$ cat config.mk
export PLATFORM = sky130hd
export DESIGN_NAME = cpu_step_ctrl
export DESIGN_NICKNAME = d
export VERILOG_FILES = /design/src/rtl/cpu_step_ctrl.sv
export SDC_FILE = /design/constraint.sdc
export NUM_CORES = 1
export LEC_CHECK = 0
export CAP_MARGIN = 20
export CORE_UTILIZATION = 40
export CTS_CLUSTER_DIAMETER = 150
export DETAILED_ROUTE_END_ITERATION = 8
export HOLD_SLACK_MARGIN = 0.02
export PLACE_DENSITY = 0.84
export REMOVE_ABC_BUFFERS = 1
export SKIP_LAST_GASP = 1
export SYNTH_ARGS = -nofsm -noshare
export SYNTH_HDL_FRONTEND = slang
export SYNTH_SLANG_ARGS = --single-unit
$ cat constraint.sdc
create_clock -name clk -period 2.6 [get_ports clk]
set_input_delay 0.26 -clock clk [delete_from_list [all_inputs] [get_ports clk]]
set_output_delay 0.26 -clock clk [all_outputs]
set_load 0.1 [all_outputs]
$ cat src/rtl/cpu_step_ctrl.sv
// CPU execution controller: single-step, divided free-run and PC-breakpoint halt.
// Breakpoint logic is built only when CPU_STEP_BREAKPOINT_EN is defined.
module cpu_step_ctrl #(
    parameter int RATE_DIV = 5000,
    parameter int CNT_W    = 32
) (
    input  logic             clk,
    input  logic             rst,
    input  logic             step_btn,
    input  logic             run_sw,
    input  logic [31:0]      pc,
    input  logic [31:0]      bp_addr,
    input  logic             bp_en,
    output logic             cpu_ce,
    output logic [1:0]       state,
    output logic             halted,
    output logic [CNT_W-1:0] instr_count
);

    localparam int PS_W = (RATE_DIV > 1) ? $clog2(RATE_DIV) : 1;
    localparam logic [PS_W-1:0] PS_LAST = PS_W'(RATE_DIV - 1);

    typedef enum logic [1:0] {
        IDLE = 2'b00,
        STEP = 2'b01,
        RUN  = 2'b10,
        BRK  = 2'b11
    } state_e;

    state_e            state_q, state_d;
    logic              ce_q, ce_d;
    logic              halted_q;
    logic              step_q;
    logic [PS_W-1:0]   ps_q, ps_d;
    logic [CNT_W-1:0]  cnt_q;
    logic              step_edge;
    logic              ps_term;
    logic              bp_hit;

    assign step_edge = step_btn & ~step_q;
    assign ps_term   = (ps_q == PS_LAST);

`ifdef CPU_STEP_BREAKPOINT_EN
    assign bp_hit = bp_en && (pc == bp_addr);
`else
    logic bp_unused;
    assign bp_unused = ^{bp_en, bp_addr, pc};
    assign bp_hit    = 1'b0;
`endif

    // NOTE: every signal driven here gets a default first, so no path leaves one unassigned and no latch is inferred.
    always_comb begin
        state_d = state_q;
        ce_d    = 1'b0;
        ps_d    = ps_q;
        case (state_q)
            IDLE: begin
                if (run_sw) begin
                    state_d = RUN;
                    ps_d    = '0;
                end else if (step_edge) begin
                    state_d = STEP;
                    ce_d    = 1'b1;
                end
            end
            STEP: state_d = IDLE;
            RUN: begin
                // Leaving RUN wins over a terminal count; the pending pulse is dropped.
                if (!run_sw) begin
                    state_d = IDLE;
                    ps_d    = '0;
                end else begin
                    ps_d = ps_term ? '0 : ps_q + PS_W'(1);
                    if (ps_term) begin
                        if (bp_hit) state_d = BRK;
                        else        ce_d    = 1'b1;
                    end
                end
            end
            BRK: begin
                if (!run_sw) begin
                    state_d = IDLE;
                end else if (step_edge) begin
                    state_d = STEP;
                    ce_d    = 1'b1;
                end
            end
            default: state_d = IDLE;
        endcase
    end

    // NOTE: sequential state uses non-blocking assignments so every register samples pre-edge values.
    always_ff @(posedge clk) begin
        if (rst) begin
            state_q  <= IDLE;
            ce_q     <= 1'b0;
            halted_q <= 1'b1;
            step_q   <= 1'b0;
            ps_q     <= '0;
            cnt_q    <= '0;
        end else begin
            state_q  <= state_d;
            ce_q     <= ce_d;
            halted_q <= (state_d != RUN);
            step_q   <= step_btn;
            ps_q     <= ps_d;
            cnt_q    <= cnt_q + CNT_W'(ce_q);
        end
    end

    assign cpu_ce      = ce_q;
    assign state       = state_q;
    assign halted      = halted_q;
    assign instr_count = cnt_q;

endmodule

## After elaboration in Yosys (flattened, before gate mapping)

Cells that the tools add are included.
W data, S select, Z words.

- Bits in registers: 50
- Input bits: 69
- Output and inout bits: 36
- Logic and storage cells: 34

- Add/sub/neg operators: 2
- Equal/unequal tests: 6
- Muxes and demuxes: 15
- Bitwise gates (word level): 2
- Reductions and logical operators: 3

Operators by type and width:

| cell | count |
|---|---|
| $mux W13 | 3 |
| $add A32 B1 Y32 | 1 |
| $pmux W13 S2 | 1 |
| $add A13 B1 Y13 const B | 1 |
| $eq A13 B13 Y1 const B | 1 |
| $mux W2 | 4 |
| $pmux W2 S4 | 1 |
| $mux W1 | 5 |
| $eq A2 B2 Y1 const B | 2 |
| $ne A2 B2 Y1 const B | 2 |
| $pmux W1 S3 | 1 |
| $eq A2 B1 Y1 const B | 1 |
| $logic_not A2 Y1 | 1 |
| $reduce_and A2 Y1 | 1 |
| $reduce_bool A2 Y1 | 1 |
| $and A1 B1 Y1 | 1 |
| $not A1 Y1 | 1 |

## Depth between registers and ports, before layout

- Depth in word-level cells: 6
- Gate-level depth with buffers: 8
- Depth with buffers taken out: 6

## Worst setup path before layout

Ideal clock, no wire load.

- Kind: register -> register
- Start point: register cnt_q[0] (netlist: instr_count[0])
- End point: register cnt_q[22] (netlist: instr_count[22])
- Setup time: 121 ps
- Arrival time: 2,911 ps
- Data required time: 2,479 ps
- Slack: -432 ps
- Cell stages (with the launch flop): 8
- Path buffers: 1
- Clock period less this slack: 3,032 ps
- Cells stage by stage: dfxtp_1 > ha_1 > ha_1 > nand2_1 > or4_1 > buf_2 > nor4_1 > mux2_2

- Longest elaborated chain between the ends: 1

Ends and longest elaborated chain:

| element | RTL line | RTL |
|---|---|---|
| from (decl) | 35 | `logic [CNT_W-1:0] cnt_q;` |
| from (signal assigned) | 107 | `cnt_q <= cnt_q + CNT_W'(ce_q);` |
| $add A32 B1 Y32 | 107 |  |

No other way between the ends.
A chain may end at the register's enable or synchronous reset.

## Worst setup path in the final report

- Start point: register ce_q (netlist: cpu_ce)
- End point: register cnt_q[22] (netlist: instr_count[22])

- Longest elaborated chain between the ends: 1

Ends and longest elaborated chain:

| element | RTL line | RTL |
|---|---|---|
| from (decl) | 31 | `logic ce_q, ce_d;` |
| from (signal assigned) | 96 | `ce_q <= 1'b0;` |
| from (signal assigned) | 103 | `ce_q <= ce_d;` |
| $add A32 B1 Y32 | 107 |  |

No other way between the ends.

==> impl_metrics.tcl <==
set metrics [dict create \
    synth_enable_flop_cells 0 \
    tritoncts "built" \
    final_min_period_over_clock_period 0.9449 \
    post_synth_inst_count 268 \
    floorplan.io_pins 105 \
    die_h_um 78.38 \
    critical_path.reg2reg.endpoint "instr_count[22]" \
    async_flop_share 0 \
    grt_pass1_vias 1871 \
    cp.required_ps 2790 \
    drv_slew 0 \
    die_w_um 78.38 \
    synth_top_area_cell "sky130_fd_sc_hd__dfxtp_1" \
    critical_path.endpoint_type "register" \
    synth_area_per_cell_sq_um 8.707 \
    synth.yosys.seq_area_share 0.4290 \
    dr.pass1.iters 4 \
    ys.flop_type "sky130_fd_sc_hd__dfxtp_1" \
    power_density_nw_per_um2 510.1 \
    postRouteAntennaNets 0 \
    yosysTopAreaCellShare 0.4290 \
    die-area_sq_um 6143 \
    globalRouteOverflowTotal 0 \
    routed-via-count 2045 \
    worst_hold_stages 2 \
    post-cts-setup-buffers 0 \
    clock_insertion_delay_worst_skew_ps 300 \
    areaGrowthSynthToFinish_pct 19.03 \
    hold_viol_final 0 \
    worst_hold_startpoint "rst" \
    diodes 0 \
    result_of_the_run "finished, final reports clean" \
    max-vdd-ir-drop_v 0.0003531 \
    post_synth_most_frequent_cells "sky130_fd_sc_hd__dfxtp_1 (50), sky130_fd_sc_hd__nor2_1 (21), sky130_fd_sc_hd__nand2_1 (18), sky130_fd_sc_hd__a21oi_1 (17), sky130_fd_sc_hd__nor3_1 (17)" \
    crit_arrival_ps 2640 \
    startpoint_type "register" \
    clkSinkCount 50 \
    initial_utilization 0.4186 \
    layout-drive-gt1-share 0.1974 \
    worst_r2r_startpoint "cpu_ce" \
    postCtsResizedCells 0 \
    fmax_mhz 407.0 \
    dr.first_iter.drc_count 83 \
    leakage_power_nw 0.9461 \
    ys_top_cells_by_area "sky130_fd_sc_hd__dfxtp_1 (43%), sky130_fd_sc_hd__xnor2_1 (4.9%), sky130_fd_sc_hd__or4_1 (3.9%)" \
    register_cell_area_after_layout_sq_um 1001 \
    path_depth_of_the_worst_reg2reg_path 7 \
    multi_input_area_sq_um 1217 \
    layout.cell_area.non_filler_sq_um 2778 \
    detail_route.drc_violations 0 \
    postSynthRegisterBits 50 \
    grt_pass1_wl_um 8114 \
    routed_wirelength_um 4793 \
    final_core_util 0.4983 \
    globalplace.congestion 0.8138 \
    clockRootBuffer "sky130_fd_sc_hd__clkbuf_8" \
    drt-wirelength-per-cell_um 12.75 \
    clkSlewWorstSetupHoldPaths_ps 90 \
    worstSetupPathType "register to register" \
    yosysUniqueCellTypes 40 \
    cts-buffers-inserted 5 \
    overall_track_demand_over_capacity_in_global_routing 0.1623 \
    antenna_found_initial 0 \
    vias_per_cell 5.439 \
    relSlewSlack 0.5486 \
    detailedPlacementHpwl_um 3208 \
    ctsHoldBuffers 0 \
    post_synth_instance_area_sq_um 2333 \
    cts.htree.levels 2 \
    numPortBuffers 39 \
    placeable_core_region_sq_um 5574 \
    setup-violations-final 0 \
    std_cell_rows 27 \
    post-synth-top-count-cell "sky130_fd_sc_hd__dfxtp_1" \
    post_dp_cell_area_sq_um 2669 \
    final.fill_count 556 \
    maxCapViolCount 0 \
    totalPowerFinal_w 0.001417 \
    min_path_type "primary input to register" \
    final.setup_skew_ps 4.821 \
    min_period_ps 2457 \
    critPathMaxFanout 17 \
    synth.yosys.warnings 0 \
    ff2ff_setup_slack_ps 140 \
    min_to "instr_count[3]" \
    fin_nets 375 \
    tightest_slew_ps 677.1 \
    clockBufferDepth 2 \
    pin_count_of_the_biggest_net_entering_global_routing 40 \
]
==> area by class of cell <==
cell class	instances	share of cell area
Inverter	8	0.01081
Timing Repair Buffer	44	0.1198
Multi-Input combinational cell	194	0.4383
Clock inverter	1	0.01081
Tap cell	72	0.03243
Clock buffer	7	0.02748
Sequential cell	50	0.3604
==> cells by family (layout without fill, tap and decap cells) <==
| logic type | after synthesis | in the layout | share of synthesized area |
|---|---|---|---|
| AOI/OAI and AO/OA | 43 | 43 | 0.1126 |
| xor gates and xnor gates | 18 | 18 | 0.06756 |
| adders and majority gates | 3 | 3 | 0.01609 |
| buffers and inverters | 24 | 60 | 0.05041 |
| DFF | 50 | 50 | 0.4290 |
| muxes | 7 | 7 | 0.03324 |
| and+or+nand+nor | 123 | 123 | 0.2912 |
==> registers in the layout, indices dropped and copies added, names as in the netlist <==
| signal | count |
|---|---|
| state | 2 |
| halted | 1 |
| instr_count | 32 |
| step_q | 1 |
| cpu_ce | 1 |
| ps_q | 13 |
==> where the power goes <==
part           internal, W  switching (W)
sequential        0.000773     0.00000716
combinational    0.0000263      0.0000725
clock             0.000288       0.000250
==> per-layer routing <==
layer / share of wire / track usage / vias up / routed length, um
met5: 0 / 0 / - / 0
li1: - / - / 1035 / -
met2: 0.50 / 0.2842 / 36 / 2387
met1: 0.46 / 0.1938 / 966 / 2186
met4: 0.0092 / 0.05556 / 0 / 44
met3: 0.036 / 0.03721 / 8 / 174
==> critical path: stages (launching register included) <==
cell and delay (ps):
sky130_fd_sc_hd__dfxtp_1 350, sky130_fd_sc_hd__ha_1 230, sky130_fd_sc_hd__ha_2 230, sky130_fd_sc_hd__nand2_1 120
sky130_fd_sc_hd__or4_1 510, sky130_fd_sc_hd__buf_4 200, sky130_fd_sc_hd__nor4_1 320, sky130_fd_sc_hd__mux2_2 370
==> worst max path at each step <==
stage | from | to | slack, ps | depth (start not counted)
2_1_floorplan | instr_count[0] | instr_count[22] | -530 | 6
3_3_place_gp | cpu_ce | instr_count[22] | 190 | 7
3_5_place_dp | instr_count[0] | instr_count[22] | 150 | 7
4_1_cts | cpu_ce | instr_count[22] | 130 | 7
5_1_grt | cpu_ce | instr_count[22] | -4 | 7
6_report | cpu_ce | instr_count[22] | 140 | 7
==> metrics by stage <==
stage          setup TNS [ps]  instances  setup WS [ps]  hold WS, ps
2_1_floorplan           -5169        252         -531.1        329.1
6_report                    0        376          143.2        476.2
5_1_grt                -3.838        376         -3.838        503.8
3_3_place_gp                0        368          186.5        474.1
4_1_cts                     0        376          133.4        484.8
3_5_place_dp                0        368          149.3        482.0
==> cells in the final DEF, fill, tap and decap left out, drive strengths merged, types with 11 or more instances in the layout <==
cell type / count
nor2: 21
dfxtp: 50
nand3: 14
xnor2: 13
a21oi: 17
nand2: 18
or4: 13
nor3: 17
o31ai: 11
buf: 42
Power figures use the tool's default switching activity.
